<file path="src/rtl/tap_addr_gen_if.sv">
// Instruction-field and tap-address bus between the fetch stage / MAC and the
// tap address generator.
interface tap_addr_gen_if #(
    parameter int DAWIDTH  = 12,
    parameter int VIDWIDTH = 5
);
    logic                start;
    logic                hold;
    logic [DAWIDTH-1:0]  data_lptr;
    logic [DAWIDTH-1:0]  data_uptr;
    logic [DAWIDTH-1:0]  data_head;
    logic [DAWIDTH-1:0]  coef_ptr;
    logic [VIDWIDTH-1:0] vector_id;

    logic                rd_en;
    logic [DAWIDTH-1:0]  data_addr;
    logic [DAWIDTH-1:0]  coef_addr;
    logic                acc_clr;
    logic                acc_last;
    logic [VIDWIDTH-1:0] vid_out;
    logic                busy;
    logic                done;
    logic                err;

    modport master (
        output start, hold, data_lptr, data_uptr, data_head, coef_ptr, vector_id,
        input  rd_en, data_addr, coef_addr, acc_clr, acc_last, vid_out, busy, done, err
    );

    modport slave (
        input  start, hold, data_lptr, data_uptr, data_head, coef_ptr, vector_id,
        output rd_en, data_addr, coef_addr, acc_clr, acc_last, vid_out, busy, done, err
    );
endinterface

</file>
<file path="src/rtl/tap_addr_gen.sv">
// Tap address generator: walks one descending, segment-wrapping data address and
// one ascending coefficient address per cycle for a single MAC vector.
module tap_addr_gen #(
    parameter int DAWIDTH  = 12,
    parameter int VIDWIDTH = 5
) (
    input logic           clk,
    input logic           rst,
    tap_addr_gen_if.slave bus
);
    localparam int CW = DAWIDTH + 1;

    typedef enum logic [1:0] {S_IDLE, S_RUN, S_DONE} state_t;

    state_t              state, state_nx;
    logic [DAWIDTH-1:0]  lptr_q, lptr_nx;
    logic [DAWIDTH-1:0]  uptr_q, uptr_nx;
    logic [DAWIDTH-1:0]  daddr_q, daddr_nx;
    logic [DAWIDTH-1:0]  caddr_q, caddr_nx;
    logic [CW-1:0]       remain_q, remain_nx;
    logic [VIDWIDTH-1:0] vid_q, vid_nx;
    logic                rd_en_q, rd_en_nx;
    logic                clr_q, clr_nx;
    logic                last_q, last_nx;
    logic                busy_q, busy_nx;
    logic                done_q, done_nx;
    logic                err_q, err_nx;
    logic                start_ok;

    assign start_ok = (bus.data_lptr <= bus.data_uptr) &&
                      (bus.data_head >= bus.data_lptr) &&
                      (bus.data_head <= bus.data_uptr);

    // NOTE: sequential state uses non-blocking assignments only.
    always_ff @(posedge clk or negedge rst) begin
        if (!rst) state <= S_IDLE;
        else      state <= state_nx;
    end

    always_comb begin
        // NOTE: every next value defaults to the held value first, so no latch can form.
        state_nx  = state;
        lptr_nx   = lptr_q;
        uptr_nx   = uptr_q;
        daddr_nx  = daddr_q;
        caddr_nx  = caddr_q;
        remain_nx = remain_q;
        vid_nx    = vid_q;
        rd_en_nx  = rd_en_q;
        clr_nx    = clr_q;
        last_nx   = last_q;
        busy_nx   = busy_q;
        done_nx   = done_q;
        err_nx    = err_q;

        if (!bus.hold) begin
            done_nx = 1'b0;
            err_nx  = 1'b0;
            case (state)
                S_IDLE: begin
                    if (bus.start) begin
                        if (start_ok) begin
                            lptr_nx   = bus.data_lptr;
                            uptr_nx   = bus.data_uptr;
                            daddr_nx  = bus.data_head;
                            caddr_nx  = bus.coef_ptr;
                            vid_nx    = bus.vector_id;
                            remain_nx = {1'b0, bus.data_uptr} - {1'b0, bus.data_lptr} + CW'(1);
                            rd_en_nx  = 1'b1;
                            clr_nx    = 1'b1;
                            last_nx   = (bus.data_lptr == bus.data_uptr);
                            busy_nx   = 1'b1;
                            state_nx  = S_RUN;
                        end else begin
                            err_nx = 1'b1;
                        end
                    end
                end
                S_RUN: begin
                    if (remain_q == CW'(1)) begin
                        rd_en_nx = 1'b0;
                        clr_nx   = 1'b0;
                        last_nx  = 1'b0;
                        done_nx  = 1'b1;
                        state_nx = S_DONE;
                    end else begin
                        // Data walks backwards from the newest sample, wrapping at the lower bound.
                        daddr_nx  = (daddr_q == lptr_q) ? uptr_q : daddr_q - DAWIDTH'(1);
                        caddr_nx  = caddr_q + DAWIDTH'(1);
                        remain_nx = remain_q - CW'(1);
                        clr_nx    = 1'b0;
                        last_nx   = (remain_q == CW'(2));
                    end
                end
                S_DONE: begin
                    busy_nx  = 1'b0;
                    state_nx = S_IDLE;
                end
                default: state_nx = S_IDLE;
            endcase
        end
    end

    always_ff @(posedge clk or negedge rst) begin
        if (!rst) begin
            lptr_q   <= '0;
            uptr_q   <= '0;
            daddr_q  <= '0;
            caddr_q  <= '0;
            remain_q <= '0;
            vid_q    <= '0;
            rd_en_q  <= 1'b0;
            clr_q    <= 1'b0;
            last_q   <= 1'b0;
            busy_q   <= 1'b0;
            done_q   <= 1'b0;
            err_q    <= 1'b0;
        end else begin
            lptr_q   <= lptr_nx;
            uptr_q   <= uptr_nx;
            daddr_q  <= daddr_nx;
            caddr_q  <= caddr_nx;
            remain_q <= remain_nx;
            vid_q    <= vid_nx;
            rd_en_q  <= rd_en_nx;
            clr_q    <= clr_nx;
            last_q   <= last_nx;
            busy_q   <= busy_nx;
            done_q   <= done_nx;
            err_q    <= err_nx;
        end
    end

    assign bus.rd_en     = rd_en_q;
    assign bus.data_addr = daddr_q;
    assign bus.coef_addr = caddr_q;
    assign bus.acc_clr   = clr_q;
    assign bus.acc_last  = last_q;
    assign bus.vid_out   = vid_q;
    assign bus.busy      = busy_q;
    assign bus.done      = done_q;
    assign bus.err       = err_q;
endmodule

</file>
<file path="src/flat_wrapper.sv">
// flat-port wrapper written by rule: the top's interface ports become plain ports
module tap_addr_gen_flat 
#(
    parameter int DAWIDTH  = 12,
    parameter int VIDWIDTH = 5
)
  (clk, rst, bus_start, bus_hold, bus_data_lptr, bus_data_uptr, bus_data_head, bus_coef_ptr, bus_vector_id, bus_rd_en, bus_data_addr, bus_coef_addr, bus_acc_clr, bus_acc_last, bus_vid_out, bus_busy, bus_done, bus_err);
  tap_addr_gen_if #(.DAWIDTH(DAWIDTH), .VIDWIDTH(VIDWIDTH)) bus_i ();
  input logic clk;
  input logic rst;
  input wire logic [$bits(bus_i.start)-1:0] bus_start;
  input wire logic [$bits(bus_i.hold)-1:0] bus_hold;
  input wire logic [$bits(bus_i.data_lptr)-1:0] bus_data_lptr;
  input wire logic [$bits(bus_i.data_uptr)-1:0] bus_data_uptr;
  input wire logic [$bits(bus_i.data_head)-1:0] bus_data_head;
  input wire logic [$bits(bus_i.coef_ptr)-1:0] bus_coef_ptr;
  input wire logic [$bits(bus_i.vector_id)-1:0] bus_vector_id;
  output wire logic [$bits(bus_i.rd_en)-1:0] bus_rd_en;
  output wire logic [$bits(bus_i.data_addr)-1:0] bus_data_addr;
  output wire logic [$bits(bus_i.coef_addr)-1:0] bus_coef_addr;
  output wire logic [$bits(bus_i.acc_clr)-1:0] bus_acc_clr;
  output wire logic [$bits(bus_i.acc_last)-1:0] bus_acc_last;
  output wire logic [$bits(bus_i.vid_out)-1:0] bus_vid_out;
  output wire logic [$bits(bus_i.busy)-1:0] bus_busy;
  output wire logic [$bits(bus_i.done)-1:0] bus_done;
  output wire logic [$bits(bus_i.err)-1:0] bus_err;
  assign bus_i.start = bus_start;
  assign bus_i.hold = bus_hold;
  assign bus_i.data_lptr = bus_data_lptr;
  assign bus_i.data_uptr = bus_data_uptr;
  assign bus_i.data_head = bus_data_head;
  assign bus_i.coef_ptr = bus_coef_ptr;
  assign bus_i.vector_id = bus_vector_id;
  assign bus_rd_en = bus_i.rd_en;
  assign bus_data_addr = bus_i.data_addr;
  assign bus_coef_addr = bus_i.coef_addr;
  assign bus_acc_clr = bus_i.acc_clr;
  assign bus_acc_last = bus_i.acc_last;
  assign bus_vid_out = bus_i.vid_out;
  assign bus_busy = bus_i.busy;
  assign bus_done = bus_i.done;
  assign bus_err = bus_i.err;
  tap_addr_gen #(.DAWIDTH(DAWIDTH), .VIDWIDTH(VIDWIDTH)) u_core (.clk(clk), .rst(rst), .bus(bus_i));
endmodule
</file>
<file path="config.mk">
export PLATFORM = sky130hd
export DESIGN_NAME = tap_addr_gen_flat
export DESIGN_NICKNAME = d
export VERILOG_FILES = /design/src/rtl/tap_addr_gen_if.sv /design/src/rtl/tap_addr_gen.sv /design/src/flat_wrapper.sv
export SDC_FILE = /design/constraint.sdc
export NUM_CORES = 1
export LEC_CHECK = 0
export CAP_MARGIN = 20
export CORE_MARGIN = 4
export CORE_UTILIZATION = 52
export CTS_BUF_LIST = sky130_fd_sc_hd__clkbuf_4 sky130_fd_sc_hd__clkbuf_8
export CTS_CLUSTER_SIZE = 8
export DETAILED_ROUTE_END_ITERATION = 8
export HOLD_SLACK_MARGIN = 0.02
export PLACE_DENSITY = 0.89
export SYNTH_ARGS = -nofsm -noshare
export SYNTH_HDL_FRONTEND = slang
export SYNTH_SLANG_ARGS = --single-unit
</file>
<file path="constraint.sdc">
create_clock -name clk -period 3.2 [get_ports clk]
set_clock_uncertainty 0.15 [all_clocks]
set_input_delay 0.64 -clock clk [delete_from_list [all_inputs] [get_ports clk]]
set_output_delay 0.64 -clock clk [all_outputs]
set_load 0.01 [all_outputs]
</file>
After elaboration in Yosys (flattened, before gate mapping)
Cells that the tools add are included. Widths: inputs -> output; s select.

Bits in registers: 74. Output and inout bits: 35. Word-level logic and storage cells: 75. Bits of input ports: 57.

Order comparisons: 3. Multiplexer cells: 32. Bitwise operators: 1. Equality and inequality tests: 10. Add/sub/neg operators: 5. Reductions and logical operators: 11.

Operators by type and width (count): $mux 12 (7); $pmux 12 s2 (2); $mux 13 (3); $pmux 13 s2 (1); $eq 12x12->1 (2); $le 12x12->1 (2); $reduce_and 4->1 (4); $add 13x1->13 const B (1); $eq 13x1->1 const B (1); $eq 13x2->1 const B (1); $sub 12x12->13 (1); $sub 13x1->13 const B (1); $add 12x1->12 const B (1); $ge 12x12->1 (1); $sub 12x1->12 const B (1); $mux 1 (11); $reduce_and 5->1 (2); $pmux 1 s2 (4); $mux 2 (3); $ne 2x1->1 const B (2); $ne 2x2->1 const B (2); $pmux 2 s2 (1); $reduce_bool 2->1 (2); $eq 2x1->1 const B (1); other kinds (4) (5).

Depth between registers and ports, before layout
Depth in word-level cells: 6. Mapped depth: 13.

Worst setup path after synthesis
Ideal clock, no wire load.

Path kind: input-to-reg. From: input bus_data_uptr[1]. To: register u_core.remain_q[11]. Slack: 0.061 ns. Data arrival time: 2.867 ns. Path buffers: 0. Data required time: 2.927 ns. Stages on the path: 13. Cells stage by stage: inv_1 -> ha_1 -> inv_1 -> ha_1 -> inv_1 -> fa_1 -> nand2b_1 -> a21oi_1 -> nor2_1 -> o41ai_1 -> a21oi_1 -> xnor2_1 -> o221a_2.

Longest elaborated chain between the ends: 5.

Ends and longest elaborated chain: start, declared (line flat_wrapper.sv:14) `input wire logic [$bits(bus_i.data_uptr)-1:0] bus_data_uptr;`; $sub 12x12->13 or $le 12x12->1 (tied branches) (line tap_addr_gen.sv:68, tap_addr_gen.sv:30); $add 13x1->13 or $logic_and 1x1->1 (tied branches) (line tap_addr_gen.sv:68, tap_addr_gen.sv:30); $mux 13 or $logic_and 1x1->1 (tied branches) (line tap_addr_gen.sv:62, tap_addr_gen.sv:31); $mux 13 or $ne 2x1->1 (tied branches); $pmux 13 s2 or $reduce_and 5->1 (tied branches); end signal, assigned (line tap_addr_gen.sv:123) `remain_q <= remain_nx;`; end, declared (line tap_addr_gen.sv:20) `logic [CW-1:0] remain_q, remain_nx;`.

Several ways; a longest one is shown, not always the timed one. The select of a mux whose other input is x is not followed. A chain may end at the register's enable or synchronous reset.

Final worst setup path
From: input bus_data_uptr[7]. To: register u_core.remain_q[6].

Longest elaborated chain between the ends: 5.

Ends and longest elaborated chain: $le 12x12->1 (line tap_addr_gen.sv:30) `assign start_ok = (bus.data_lptr <= bus.data_uptr) &&`; $logic_and 1x1->1 (line tap_addr_gen.sv:30); $logic_and 1x1->1 (*) (line tap_addr_gen.sv:31) `(bus.data_head >= bus.data_lptr) &&`; $ne 2x1->1 (no line) (*); $reduce_and 5->1 (no line) (*).

Mark *: on every way between the ends. The rest lies on a longest branch, timed or not.

==> results.rst <==
.. list-table::
   :header-rows: 1

   * - Metric
     - Value
   * - Result of the run
     - complete, but fails checks
   * - Violated checks
     - setup timing
   * - Total number of vias
     - 5975
   * - Area of the placeable core
     - between 10000 and 15000 µm²
   * - Depth of the CTS H-tree
     - 3
   * - Count of yosys warnings during synthesis
     - 0
   * - Area of the die
     - 12270 µm²
   * - Period minus WS final
     - about 3.3 ns
   * - Finish-stage setup viols
     - 21
   * - Number of enable-type register cells in the synthesized netlist
     - 0
   * - Largest cells by area after synthesis
     - dfrtp_1 34%, ha_1 14%, o21ai_0 4.7%, nand2_1 4.6%, a21oi_1 3.9%
   * - Number of global-route vias before repair
     - about 6k
   * - Post-synthesis cell type with the largest combined area
     - dfrtp_1
   * - Mean instance size in the synthesized netlist
     - 8.827 µm²
   * - Root Buffer Master
     - clkbuf_8
   * - Number of buffers created by CTS
     - 9
   * - Area growth from synthesis to final layout
     - 40.84%
   * - Total leakage power
     - between 3 and 4 nW
   * - Number of design-rule violations left by the first detailed-router iteration
     - 608
   * - Global-route wire length before repair
     - roughly 29000 µm
   * - Placed wire-length estimate
     - 12610 µm
   * - Routed wire length per instance
     - 20.66 µm
   * - Total wire length after detailed routing
     - 19440 µm
   * - Area after DPL
     - 7178 µm²
   * - Diodes inserted
     - 0
   * - Placer's final routability congestion estimate
     - between 1 and 1.5
   * - CP startpoint kind
     - input pin
   * - Most common cell after layout, fill and taps aside
     - buf_4
   * - Cell area after layout
     - 7732 µm²
   * - Length of the first detailed-routing pass in iterations
     - 8
   * - Critical path peak fanout
     - 11
   * - Die extent in x
     - ~110 µm
   * - Worst endpoint data arrival time
     - 3.34 ns
   * - Post-synthesis instance area
     - 5490 µm²
   * - Maximum number of pins on one net before global-route repair
     - 75
   * - Die H
     - 110.8 µm
   * - Max Cap Violations
     - 0
   * - Highest clock rate
     - approximately 0.30 GHz
   * - Worst min-delay path class
     - in -> async
   * - Total of hold buffers inserted after clock tree synthesis
     - 0
   * - Share of synthesized area occupied by flip-flops and latches
     - ~34%
   * - Aggregate global-route resource usage
     - 28.79%
   * - I/O Pins
     - between 90 and 100
   * - Total DRC errors in the routed layout
     - 0
   * - CP required
     - 3.26 ns
   * - Via/cell ratio
     - roughly 6.3
   * - Post-route worst setup slack
     - -0.08003 ns
   * - Worst VDD drop
     - around 0.67 mV
   * - Final #Nets
     - 922
   * - PortBufs
     - 91
   * - Slew Limit Fails
     - 0
   * - Category of the most critical setup path
     - in -> reg
   * - Worst-skew pair later-pin latency
     - approximately 0.37 ns
   * - Part of the cycle the worst path needs
     - 102.5%
   * - Total power after layout
     - 5.390 mW
   * - Number of storage elements in the synthesis netlist
     - 74
   * - Worst-case clock buffer depth
     - 2
   * - Pwr per Cell Area
     - 697.0 nW/µm²
   * - Clock net sink count
     - 74
   * - Antenna viol nets, final
     - 0
   * - Net count of the mapped netlist
     - 744
   * - Number of antenna violations at the first check in global routing
     - 0
   * - Synth async-reset ratio
     - 100.0%
   * - Most used cells in the layout excluding fill and tap cells
     - 94 x buf_4, 76 x clkdlybuf4s50_1, 74 x dfrtp_1
   * - Type of element capturing the critical path
     - register
   * - Row cnt
     - 37
   * - Number of placed instances, taps included
     - just over 900
   * - Final standard cell count with taps included and fillers excluded
     - 941
   * - Top FF cell, synth
     - dfrtp_1
   * - TritonCTS clock tree
     - done
   * - Synthesized instance count
     - about 620
   * - Fraction of final layout cells sized beyond drive strength 1
     - 21.61%
   * - Hold Vio Cnt, Final
     - 0
   * - Post-synth top area share
     - around a third
   * - Clock slew seen by the registers of the worst setup and hold paths
     - 0.10 ns
   * - Slew @ Worst Pin
     - 0.9686 ns
   * - Starting utilization of the core area
     - a little over half
   * - Tightest slew margin relative to the limit
     - 35.13%
   * - Congestion Overflow GR
     - 0
   * - Distinct cell type count after synthesis
     - 64
## cell families after synthesis
logic type	after synthesis	synth area share (%)
flip-flops	74	33.73
AO/OA/AOI/OAI	163	18.19
adder cells (fa/ha/maj)	65	15.09
multiplexers	22	4.467
XOR/XNOR	30	4.786
buffers and inverters	65	4.991
AND/OR/NAND/NOR	203	18.76
## Yosys cell counts, drive strengths merged (11+ instances only)
cell type / n
a21oi: 43
buf: 11
clkbuf: 16
dfrtp: 74
ha: 63
inv: 38
mux2: 14
nand2: 71
nand3: 28
nor2: 34
nor3: 19
o211ai: 13
o21ai: 58
xnor2: 13
xor2: 17
## power by group
group,leakage [nW],internal [mW],switching (mW),total (mW)
registers,0.894,1.36,0.476,1.83
clock network,0.112,0.462,0.389,0.851
logic,2.68,1.32,1.38,2.71
total,3.68,3.14,2.25,5.39
## per-stage QoR
stage	hold slack (ns)	util, %	setup WS, ns	TNS [ns]
after floorplan	0.1944	-	0.06080	0
after global placement	0.3026	69.53	-0.4606	-24.53
after detailed placement	0.3072	69.53	-0.7103	-30.74
after CTS	0.2983	73.08	0.006132	0
after global routing	0.3242	74.90	-0.1720	-4.350
final	0.2232	74.90	-0.08003	-0.5315
## state kept, by name, indices dropped and copies added (netlist names)
register	flops
u_core.bus.busy	1
u_core.remain_q	13
u_core.bus.acc_clr	1
u_core.bus.err	1
u_core.bus.rd_en	1
u_core.bus.coef_addr	12
u_core.bus.vid_out	5
u_core.bus.done	1
u_core.uptr_q	12
u_core.lptr_q	12
u_core.bus.acc_last	1
u_core.bus.data_addr	12
u_core.state	2
## layer usage
metal,part of all wire (%),wire length [µm],GRT usage [%],up-vias
met5,0,0,0,-
met4,6.7,1302,17.32,0
met3,7.8,1520,5.950,140
met2,50,9778,50.93,407
met1,35,6841,31.56,2837
li1,-,-,-,2591
## timing repair
| action | in CTS | in global routing |
|---|---|---|
| setup endpoints to repair | 65 | 69 |
| cloned | 1 | 1 |
| pin swaps | 5 | 11 |
| resized for setup | 20 | 39 |
| buffers inserted | 5 | 3 |
## path summary, 6_finish.rpt
kind / startpoint / slack, ns / cells after the start / to
worst max-delay path: bus_data_uptr[7] / -0.08 / 15 / u_core.remain_q[6]
worst min-delay path: rst / 0.22 / 1 / u_core.bus.data_addr[3]
worst max register to register: u_core.remain_q[6] / 0.56 / 8 / u_core.remain_q[4]
worst min register to register: u_core.bus.err / 0.34 / 1 / u_core.bus.err
max in group asynchronous: rst / 2.00 / 1 / u_core.bus.acc_last
min in group clk: u_core.bus.err / 0.34 / 1 / u_core.bus.err
## final cells by class
class | instances | area [µm²]
Multi-Input combinational cell | 484 | 3556
Fill cell | 636 | 2591
Sequential cell | 74 | 1852
Timing Repair Buffer | 193 | 1784
Tap cell | 136 | 170.2
Inverter | 38 | 142.6
Clock buffer | 10 | 137.6
Clock inverter | 6 | 90.09
## critical path, stage by stage
cell and delay [ns]:
clkdlybuf4s50_1 0.49, inv_1 0.07, ha_1 0.34, buf_4 0.16, a21oi_1 0.20, o21ai_0 0.15
buf_4 0.18, nand2b_1 0.07, a31o_2 0.17, nand4b_1 0.16, buf_6 0.18, buf_8 0.15
buf_4 0.15, nand3_1 0.10, o211ai_1 0.12
Power figures use the tool's default switching activity.
